`src/rtl/rf_write_queue.sv`:
```
// rf_write_queue: buffers completed ALU and load results and drains them
// one per granted cycle onto the register file write port. It also forwards
// the youngest pending value to two read-address buses.
module rf_write_queue #(
  parameter int DEPTH  = 4,
  parameter int DATA_W = 32,
  parameter int ADDR_W = 5
) (
  input  logic                     clk,
  input  logic                     rst,
  input  logic                     in_valid,
  output logic                     in_ready,
  input  logic [ADDR_W-1:0]        in_reg,
  input  logic                     in_mem_to_reg,
  input  logic [DATA_W-1:0]        in_alu_result,
  input  logic [DATA_W-1:0]        in_mem_data,
  input  logic                     flush,
  input  logic                     wr_grant,
  output logic                     RegWrite,
  output logic [ADDR_W-1:0]        write_reg,
  output logic [DATA_W-1:0]        write_data,
  input  logic [ADDR_W-1:0]        fwd_reg1,
  input  logic [ADDR_W-1:0]        fwd_reg2,
  output logic                     fwd_hit1,
  output logic                     fwd_hit2,
  output logic [DATA_W-1:0]        fwd_data1,
  output logic [DATA_W-1:0]        fwd_data2,
  output logic [$clog2(DEPTH):0]   count
);

  localparam int PW = $clog2(DEPTH);
  localparam int CW = PW + 1;

  logic [ADDR_W-1:0] ent_reg_q  [DEPTH];
  logic [ADDR_W-1:0] ent_reg_d  [DEPTH];
  logic [DATA_W-1:0] ent_data_q [DEPTH];
  logic [DATA_W-1:0] ent_data_d [DEPTH];
  logic [PW-1:0]     wr_ptr_q, wr_ptr_d;
  logic [PW-1:0]     rd_ptr_q, rd_ptr_d;
  logic [CW-1:0]     count_q, count_d;

  logic push, pop;

  // Write-port view of the head entry; outputs read as zero when empty.
  always_comb begin
    count      = count_q;
    in_ready   = (count_q < CW'(DEPTH));
    RegWrite   = (count_q != '0);
    write_reg  = RegWrite ? ent_reg_q[rd_ptr_q]  : '0;
    write_data = RegWrite ? ent_data_q[rd_ptr_q] : '0;
    pop        = RegWrite && wr_grant;
    // $0 transfers complete the handshake but are never stored.
    push       = in_valid && in_ready && (in_reg != '0);
  end

  // Next-state: flush wins over push/pop; pointers wrap by natural overflow.
  always_comb begin
    ent_reg_d  = ent_reg_q;
    ent_data_d = ent_data_q;
    wr_ptr_d   = wr_ptr_q;
    rd_ptr_d   = rd_ptr_q;
    count_d    = count_q;
    if (flush) begin
      wr_ptr_d = '0;
      rd_ptr_d = '0;
      count_d  = '0;
    end else begin
      if (push) begin
        ent_reg_d[wr_ptr_q]  = in_reg;
        ent_data_d[wr_ptr_q] = in_mem_to_reg ? in_mem_data : in_alu_result;
        wr_ptr_d             = wr_ptr_q + 1'b1;
      end
      if (pop) rd_ptr_d = rd_ptr_q + 1'b1;
      case ({push, pop})
        2'b10:   count_d = count_q + 1'b1;
        2'b01:   count_d = count_q - 1'b1;
        default: count_d = count_q;
      endcase
    end
  end

  // Forwarding: walk oldest to youngest so the last match wins.
  always_comb begin
    logic [PW-1:0] idx;
    fwd_hit1  = 1'b0;
    fwd_hit2  = 1'b0;
    fwd_data1 = '0;
    fwd_data2 = '0;
    idx       = '0;
    for (int i = 0; i < DEPTH; i++) begin
      idx = rd_ptr_q + PW'(i);
      if (CW'(i) < count_q) begin
        if (fwd_reg1 != '0 && ent_reg_q[idx] == fwd_reg1) begin
          fwd_hit1  = 1'b1;
          fwd_data1 = ent_data_q[idx];
        end
        if (fwd_reg2 != '0 && ent_reg_q[idx] == fwd_reg2) begin
          fwd_hit2  = 1'b1;
          fwd_data2 = ent_data_q[idx];
        end
      end
    end
  end

  // State register with synchronous reset; reset drops all pending entries.
  always_ff @(posedge clk) begin
    if (rst) begin
      for (int i = 0; i < DEPTH; i++) begin
        ent_reg_q[i]  <= '0;
        ent_data_q[i] <= '0;
      end
      wr_ptr_q <= '0;
      rd_ptr_q <= '0;
      count_q  <= '0;
    end else begin
      ent_reg_q  <= ent_reg_d;
      ent_data_q <= ent_data_d;
      wr_ptr_q   <= wr_ptr_d;
      rd_ptr_q   <= rd_ptr_d;
      count_q    <= count_d;
    end
  end

endmodule

```
`config.mk`:
```
export PLATFORM = sky130hd
export DESIGN_NAME = rf_write_queue
export DESIGN_NICKNAME = d
export VERILOG_FILES = /design/src/rtl/rf_write_queue.sv
export SDC_FILE = /design/constraint.sdc
export NUM_CORES = 1
export LEC_CHECK = 0
export BUFFER_PORTS_ARGS = -buffer_cell sky130_fd_sc_hd__buf_2
export CORE_UTILIZATION = 40
export CTS_BUF_LIST = sky130_fd_sc_hd__clkbuf_4 sky130_fd_sc_hd__clkbuf_8
export CTS_CLUSTER_DIAMETER = 40
export DETAILED_ROUTE_END_ITERATION = 8
export PLACE_DENSITY = 0.66
export REMOVE_ABC_BUFFERS = 1
export SETUP_SLACK_MARGIN = 0.5
export SLEW_MARGIN = 0
export SYNTH_ARGS = -nofsm -noshare
export SYNTH_HDL_FRONTEND = slang
export SYNTH_SLANG_ARGS = --single-unit
```
`constraint.sdc`:
```
create_clock -name clk -period 2.3 [get_ports clk]
set_input_delay 0.115 -clock clk [delete_from_list [all_inputs] [get_ports clk]]
set_output_delay 0.115 -clock clk [all_outputs]
set_load 0.02 [all_outputs]
```
==> reports/metrics.cfg, run 1 <==
[finish]
antennaDiodeCount=0
post_route_cells_drive_above_1_share_pct=51.5
postLayoutCellArea_um2=20300
nets=1970
final_cells=2280
area_growth_pct=68.3
fillers=1994

[worst_setup_path]
cp-start-kind=flop
cpMaxStageDelayCell=mux4_2
cp-startpoint=rd_ptr_q[0]$_SDFFE_PP0P_
cp_top_family=buffers and inverters
cp-end-kind=output port
cp_cell_sequence=buf_4, mux4_2, xor2_2, nor4_2, buf_4, a211oi_4, buf_6, buf_12, buf_4, a221oi_2, o31ai_4, buf_6
cp_max_fo=6
worst-path-buf-inv=6
r2r_setup_slack_ns=0.20
r2r_start=count[2]$_SDFFE_PP0P_
critical_path_class=flop to output port
critPathRequiredTime_ns=2.18
cp_common_cell=buf_4
setup.worst_path.end=fwd_data1[24]
r2r_end=ent_data_q[24]$_SDFFE_PP0P_
reg2reg_depth=12
cp_data_arrival_time_ns=3.59
cp.depth=12
crit_path_max_incr_delay_ns=0.56

[sta]
period_minus_slack_ns=3.70
finClkSkew_ns=0.0239
setup_ws_ns=-1.40
fmax_mhz=270
holdWs_ns=-0.00556
tightest_slew_ns=0.783
fin_crit_sh_pct=161
maxSlewViolCount=0
hold_viol_final=1
rsz0062_at_grt=yes
setup_viol=98
relSlewSlack_pct=46.3

[floorplan]
die_w_um=176
die_y_um=176
start_util_pct=40.7
core_um2=29600
ioPinCount=193
rows=63
dieArea_um2=30800

[clock_network]
cts_buffer_depth=2
clk_pin_slew_ns=0.11
cts_sinks=155
cts_made_buffers=17
cts-root-buf=clkbuf_8
cts_tree=built
insertion_delay_ns=0.52
htreeDepth=4

[synth]
synth_area_leaders=dfxtp_1, mux2i_1, a211oi_1
yosys_warnings=0
synth_area_um2=12100
ys.flop_type=dfxtp_1
yosysTopAreaCell=dfxtp_1
synthArstFlopShare_pct=0
seq_area_frac_synth_pct=25.7
syn_avg_cell_area_um2=8.43
ys_ff_latch=155
synth.most_common_cell=nor2_1
synth_edf_count=0
synth_common_cells=nor2_1, mux2i_1, a211oi_1
synth_top_area_share_pct=25.7
synth_cell_types=54
synthCells=1431

[hold_path]
hold_class=primary input to flop

[place]
place_inst=2058
place_congestion=0.950
io_buffers=192
placedInstanceArea_um2=14600
dp_hpwl_um=27400

[global_route]
grt_usage_pct=34.2
grt.overflow.total=0
antenna_found_initial=3
grt_max_degree=41
grt_pass1_vias=13748
grt_pass1_wl_um=79800

[detailed_routing]
wire_per_inst_um=29.3
detail_route.wirelength_um=66700
vias=15286
ant_nets=0
drt_iter0_drc=2087
routed_via_density=6.70
drc=0
drt_pass1_iterations=6

[status]
status=finished with violations
violations=hold timing, setup timing

[power_and_ir_drop]
p_leak_nw=8.09
ir_drop_mv=0.338
p_total_w=0.00706
power.density_nw_per_um2=348

[run]
drv_cap=0

tightest hold or removal path, stage by stage:
cell and delay [ns]:
buf_2 0.11, or2_2 0.22, a21oi_2 0.04
logic make-up after synthesis:
| family | share of synthesized area [%] |
|---|---|
| AOI/OAI and AO/OA | 25.0 |
| xor gates and xnor gates | 3.18 |
| adders and majority gates | 0.830 |
| buffers and inverters | 6.37 |
| DFF | 25.7 |
| muxes | 23.1 |
| and+or+nand+nor | 15.8 |
power breakdown:
group	internal (W)	switching (W)	leakage, nW
Sequential	0.00275	0.0000731	1.26
Clock	0.00100	0.00130	0.200
Combinational	0.000876	0.00106	6.63
metrics by stage:
stage / worst slack (ns) / setup TNS, ns / utilization, %
final: -1.40 / -86.74 / 68.5
after global routing: -1.42 / -91.99 / 68.5
after CTS: -1.01 / -67.38 / 60.5
after detailed placement: -0.626 / -31.51 / 49.3
after global placement: -0.646 / -29.96 / 49.3
after floorplan: -7.22 / -620.19 / -
registers in the layout, summed over array words and instances (netlist names):
register / cells
ent_data_q: 128
ent_reg_q: 20
count: 3
rd_ptr_q: 2
wr_ptr_q: 2
layer usage:
layer / wire length, um / up-vias / GRT usage [%]
met5: 56 / - / 0
met4: 6870 / 8 / 25.1
met3: 9560 / 555 / 7.68
met2: 28400 / 1439 / 54.8
met1: 21900 / 7091 / 40.1
li1: - / 6193 / -
cell usage in the layout (no fill, tap or decap), types with 6 or more instances in the layout:
cell / synthesis / final
nor2_2: 2 / 16
dfxtp_1: 155 / 150
xnor2_1: 31 / 18
buf_16: 0 / 27
buf_6: 8 / 82
mux2_2: 33 / 33
and2_4: 0 / 25
buf_12: 0 / 69
ha_1: 8 / 6
xor2_1: 11 / 9
a221oi_4: 0 / 7
a21oi_1: 56 / 51
a211oi_2: 2 / 51
o31ai_1: 33 / 15
mux2i_4: 0 / 38
a21oi_2: 1 / 6
clkbuf_8: 0 / 17
a211oi_1: 161 / 109
buf_4: 15 / 242
xnor2_2: 1 / 13
clkbuf_16: 0 / 21
nor2_4: 0 / 21
mux2i_1: 195 / 148
and2_1: 44 / 28
nand4_1: 6 / 6
mux2i_2: 0 / 9
nand2_1: 117 / 112
mux4_2: 17 / 20
o31ai_2: 28 / 42
a221oi_2: 30 / 51
buf_8: 1 / 9
buf_2: 34 / 109
nor2_1: 265 / 230
worst min path at each step:
stage	slack, ns	end	depth (start not counted)	startpoint
CTS	0.01	rd_ptr_q[0]$_SDFFE_PP0P_	3	flush
global route	0.02	count[2]$_SDFFE_PP0P_	3	flush
global placement	0.42	ent_reg_q[19]$_SDFFE_PP0P_	3	in_reg[4]
detailed placement	0.42	ent_reg_q[14]$_SDFFE_PP0P_	3	in_reg[4]
floorplan	0.18	ent_reg_q[0]$_SDFFE_PP0P_	1	rst
finish	-0.006	count[2]$_SDFFE_PP0P_	3	flush
final cells by class:
type,instances,area [um2],share of cell area (%)
Clock buffer,18,241,1.19
Timing Repair Buffer,568,6250,30.8
Tap cell,390,488,2.40
Inverter,8,56.3,0.277
Clock inverter,14,161,0.795
Sequential cell,155,3120,15.4
Multi-Input combinational cell,1126,9960,49.1
Timing Repair inverter,1,16.3,0.0801
timing repair:
item / in CTS / in global routing
pin swaps: 75 / 101
resized for setup: 309 / 278
setup endpoints to repair: 254 / 236
buffers inserted: 71 / 58
hold endpoints to repair: 20 / 0
hold buffers: 5 / 0
cloned: 34 / 22
Note: power is estimated with default switching activity, not from simulation.
==> run 2, diff against run 1 <==
==> constraint.sdc (replaced) <==
create_clock -name clk -period 3.1 [get_ports clk]
set_input_delay 0.155 -clock clk [delete_from_list [all_inputs] [get_ports clk]]
set_output_delay 0.155 -clock clk [all_outputs]
set_load 0.02 [all_outputs]
==> run 2 against run 1 <==
  * The flow finishes with violations (setup timing)
  * Hold slack better by 0.089 ns
  * Utilization down 16 points
  * Highest routed layer is now met4
  * Cell count down 12%
  * First-iteration DRC count down 35%
  * Combinational power fell by 54%
  * Critical endpoint is now fwd_data2[12]
  * Clock power shrank 30%
  * Wire length shrank 30%
  * Register-to-register slack gained 0.48 ns
  * Sequential share of layout area is 4.7 points higher
==> reports/metrics.cfg, run 2 (synthesis gave the netlist of run 1 again) <==
[worst_setup_path]
cp_data_arrival_time_ns=3.30
r2r_start=count[2]$_SDFFE_PP0P_
cp-end-kind=output port
cp-start-kind=flop
critPathRequiredTime_ns=2.94
cp-startpoint=rd_ptr_q[0]$_SDFFE_PP0P_
cp_max_fo=8
critical_path_class=flop to output port

[global_route]
grt_usage_pct=26.4
grt_busiest_layer=met2
grt.overflow.total=0
global_route.usage.met1_pct=33.4
grt_pass1_wl_um=63500
antenna_found_initial=0
grt_pass1_vias=11317
use_met3_pct=3.85
use_met2_pct=43.7
grt_max_degree=70

[floorplan]
ioPinCount=193
rows=63
dieArea_um2=30800
start_util_pct=40.7
core_um2=29600
die_w_um=176
die_y_um=176

[finish]
area_growth_pct=28.5
multi_input_area_um2=8860
post_route_cells_drive_above_1_share_pct=34.1
utilization_pct=52.3
largest_reg_flops=128
layout.cells.most_common_list=nor2_1, mux2i_1, a211oi_1, dfxtp_1, buf_2
fillers=2734
layout.cells.most_common=nor2_1
top_register=ent_data_q
seq_area_um2=3110
antennaDiodeCount=0
final_cells=1999
nets=1689

[detailed_routing]
wire_per_inst_um=23.2
ant_nets=0
drt_pass1_iterations=5
vias=12370
drt_iter0_drc=1351
detail_route.wirelength_um=46400
routed_via_density=6.19
drc=0

[sta]
fmax_mhz=290
maxSlewViolCount=0
setup_viol=65
setup_ws_ns=-0.351
tightest_slew_ns=0.887
fin_crit_sh_pct=111
finClkSkew_ns=0.0102
hold_viol_final=0
relSlewSlack_pct=40.9
rsz0062_at_grt=yes
holdWs_ns=0.0836
period_minus_slack_ns=3.45

[run]
drv_cap=0

[hold_path]
hold_start=flush
hold_class=primary input to flop

[clock_network]
cts_made_buffers=17
insertion_delay_ns=0.48
cts_sinks=155
htreeDepth=4
clk_pin_slew_ns=0.09
cts-root-buf=clkbuf_8
cts_buffer_depth=2
cts_tree=built

[power_and_ir_drop]
p_total_w=0.00457
p_leak_nw=5.92
ir_drop_mv=0.242
power.density_nw_per_um2=295

[status]
status=finished with violations
violations=setup timing

[place]
io_buffers=192
place_congestion=0.948
pre_cts_ws_ns=0.0147
place_inst=1901
dp_hpwl_um=24400

==> run 2: area by class of cell <==
type                       instances  area share, %
clock buffer                      19           1.61
clock inverter                    13          0.936
inverter                           8          0.363
multi-input combinational       1121           57.2
sequential                       155           20.1
tap                              390           3.15
timing repair buffer             293           16.7
==> run 2: layer usage <==
layer / up-vias / share of wire (%) / wire (um)
met1: 5963 / 40 / 18500
met4: 0 / 4.3 / 1980
met2: 694 / 47 / 22000
li1: 5575 / - / -
met5: - / 0 / 0
met3: 138 / 8.5 / 3940
==> run 2: per-stage QoR <==
step	area (um2)	TNS, ns
floorplan	11300	-477.65
global placement	13300	0
detailed placement	13300	0
CTS	14600	-12.49
global route	15500	-22.01
finish	15500	-14.97
==> run 2: critical path, stage by stage (launching register included) <==
cell       delay, ns
dfxtp_4         0.39
buf_12          0.13
mux4_2          0.58
xor2_2          0.19
or3_4           0.39
nor2_4          0.14
buf_12          0.14
clkbuf_16       0.18
a221oi_1        0.09
o31ai_1         0.33
buf_2           0.24
==> run 2: path summary, 6_finish.rpt <==
| kind | to | slack (ns) | cells past startpoint |
|---|---|---|---|
| max | fwd_data2[12] | -0.35 | 10 |
| min | rd_ptr_q[0]$_SDFFE_PP0P_ | 0.08 | 3 |
| max reg2reg | ent_data_q[80]$_SDFFE_PP0P_ | 0.68 | 6 |
| min reg2reg | ent_reg_q[19]$_SDFFE_PP0P_ | 0.51 | 2 |
==> run 2: repair_timing <==
item | CTS | global route
hold endpoints to repair | 20 | 0
pin swaps | 68 | 27
hold buffers | 5 | 0
gates resized for setup | 117 | 97
cloned | 10 | 13
endpoints found under the setup margin | 96 | 184
buffers inserted | 22 | 16
==> run 2: where the power goes <==
part,internal [W],switching [W],total [W]
Combinational,0.000333,0.000552,0.000886
Sequential,0.00204,0.0000446,0.00209
Clock,0.000740,0.000861,0.00160
==> run 3, diff against run 2 <==
--- a/config.mk
+++ b/config.mk
@@ -6,6 +6,7 @@
 export NUM_CORES = 1
 export LEC_CHECK = 0
 export BUFFER_PORTS_ARGS = -buffer_cell sky130_fd_sc_hd__buf_2
+export CORE_ASPECT_RATIO = 0.7
 export CORE_UTILIZATION = 40
 export CTS_BUF_LIST = sky130_fd_sc_hd__clkbuf_4 sky130_fd_sc_hd__clkbuf_8
 export CTS_CLUSTER_DIAMETER = 40
==> run 3 against run 2 <==
  * The run still ends with setup timing left
  * Global-route usage increased by 1.5 points
  * Largest cell class unchanged
  * Critical endpoint is now fwd_data2[31]
  * Flip-flop and latch count unchanged
  * First-iteration DRC count decreased by 6.6%
==> reports/metrics.cfg, run 3 (synthesis gave the netlist of run 1 again) <==
[global_route]
grt.overflow.total=0
grt_pass1_vias=11369
grt_max_degree=71
antenna_found_initial=0
grt_usage_pct=27.9
grt_pass1_wl_um=66300

[detailed_routing]
wire_per_inst_um=23.0
detail_route.wirelength_um=47300
routed_via_density=6.17
drt_pass1_iterations=7
drc=0
vias=12720
ant_nets=0
drt_iter0_drc=1262

[power_and_ir_drop]
p_leak_nw=6.62
ir_drop_mv=0.240
power_frac_seq_pct=44.6
pwr-share-comb_pct=21.0
power.density_nw_per_um2=273
p_total_w=0.00469
power_switching_share_pct=32.3
clockPowerShare_pct=34.4
internal-power_w=0.00317
p_sw_w=0.00151

[sta]
hold_viol_final=0
fmax_mhz=287
finClkSkew_ns=0.0138
tightest_slew_ns=0.835
setup_viol=66
relSlewSlack_pct=44.3
fin_crit_sh_pct=112
period_minus_slack_ns=3.49
maxSlewViolCount=0
setup_ws_ns=-0.386
rsz0062_at_grt=yes

[finish]
nets=1763
layout.cells.most_common=nor2_1
final_cells=2061
top_register=ent_data_q
area_growth_pct=42.3
largest_reg_flops=128
postLayoutCellArea_um2=17200
layout.cells.most_common_list=nor2_1, a211oi_1, dfxtp_1, mux2i_1, buf_2
utilization_pct=58.6
antennaDiodeCount=0
post_route_cells_drive_above_1_share_pct=41.2
multi_input_area_um2=9330
fillers=2427
seq_area_um2=3110

[place]
placedInstanceArea_um2=13500
place_inst=1914
io_buffers=192
dp_hpwl_um=26500
place_congestion=0.918

[clock_network]
cts_made_buffers=17
cts_sinks=155
cts_tree=built
cts_buffer_depth=2
clk_pin_slew_ns=0.10
insertion_delay_ns=0.48
cts-root-buf=clkbuf_8
htreeDepth=4

[floorplan]
die_w_um=210
dieArea_um2=30900
rows=52
die_y_um=147
start_util_pct=41.2
ioPinCount=193
core_um2=29300

[worst_setup_path]
critPathRequiredTime_ns=2.94
cp-end-kind=output port
cp_data_arrival_time_ns=3.33
reg2reg_depth=8
cp_max_fo=7
cp-start-kind=flop
critical_path_class=flop to output port

[status]
violations=setup timing
status=finished with violations

[run]
drv_cap=0

[hold_path]
whs_path_depth=3
hold_class=primary input to flop

==> run 3: cell types whose count changed in the layout (fill, tap and decap cells not counted), sizes merged <==
cell,previous run,this run
buf,276,356
and2,48,44
bufbuf,4,0
inv,9,12
clkinv,8,7
==> run 3: final cells by class <==
class / count / share of cell area (%)
clock inverters: 15 / 0.955
well taps: 378 / 2.76
clock buffers: 17 / 1.36
repair buffers: 371 / 22.1
inverters: 8 / 0.328
multi-input cells: 1117 / 54.4
flip-flops and latches: 155 / 18.1
==> run 3: routing by layer <==
metal	wire length, um	global-route usage (%)	up-vias
met2	20400	41.4	775
li1	-	-	5756
met5	0	0	-
met3	4710	7.35	110
met4	1260	8.39	0
met1	20900	39.2	6079
==> run 3: stage by stage <==
step                hold WS [ns]  TNS [ns]  setup WS [ns]
detailed placement         0.463    -0.726         -0.108
global placement           0.459         0        0.00237
finish                    0.0219    -19.23         -0.386
CTS                      0.00401    -15.56         -0.302
floorplan                  0.224   -477.65          -6.46
global route              0.0347    -26.41         -0.490
==> run 3: worst paths after layout <==
path	startpoint	endpoint	slack, ns
max	rd_ptr_q[0]$_SDFFE_PP0P_	fwd_data2[31]	-0.39
min	flush	rd_ptr_q[0]$_SDFFE_PP0P_	0.02
max reg2reg	count[2]$_SDFFE_PP0P_	ent_data_q[17]$_SDFFE_PP0P_	0.71
min reg2reg	ent_reg_q[18]$_SDFFE_PP0P_	ent_reg_q[18]$_SDFFE_PP0P_	0.52
==> run 3: timing repair <==
item | CTS | global route
endpoints found under the setup margin | 98 | 128
hold buffers | 5 | 0
hold endpoints to repair | 20 | 0
gates cloned | 18 | 10
pin swaps | 40 | 49
buffers inserted | 52 | 30
resized for setup | 228 | 215
==> run 3: power by group through the flow <==
stage                     Sequential [W]  Clock (W)  Combinational (W)
after CTS                        0.00208    0.00162           0.000837
after floorplan                  0.00213          0           0.000431
after global routing             0.00210    0.00172            0.00104
after global placement           0.00213          0           0.000738
after detailed placement         0.00213          0           0.000750
final                            0.00209    0.00161           0.000985
==> run 3: worst max-delay path, stage by stage (launching register included) <==
cell	delay, ns
dfxtp_4	0.41
buf_6	0.14
buf_6	0.11
buf_12	0.13
mux4_2	0.60
xnor2_1	0.18
nand4_1	0.24
or2_2	0.41
a311oi_2	0.40
buf_4	0.22
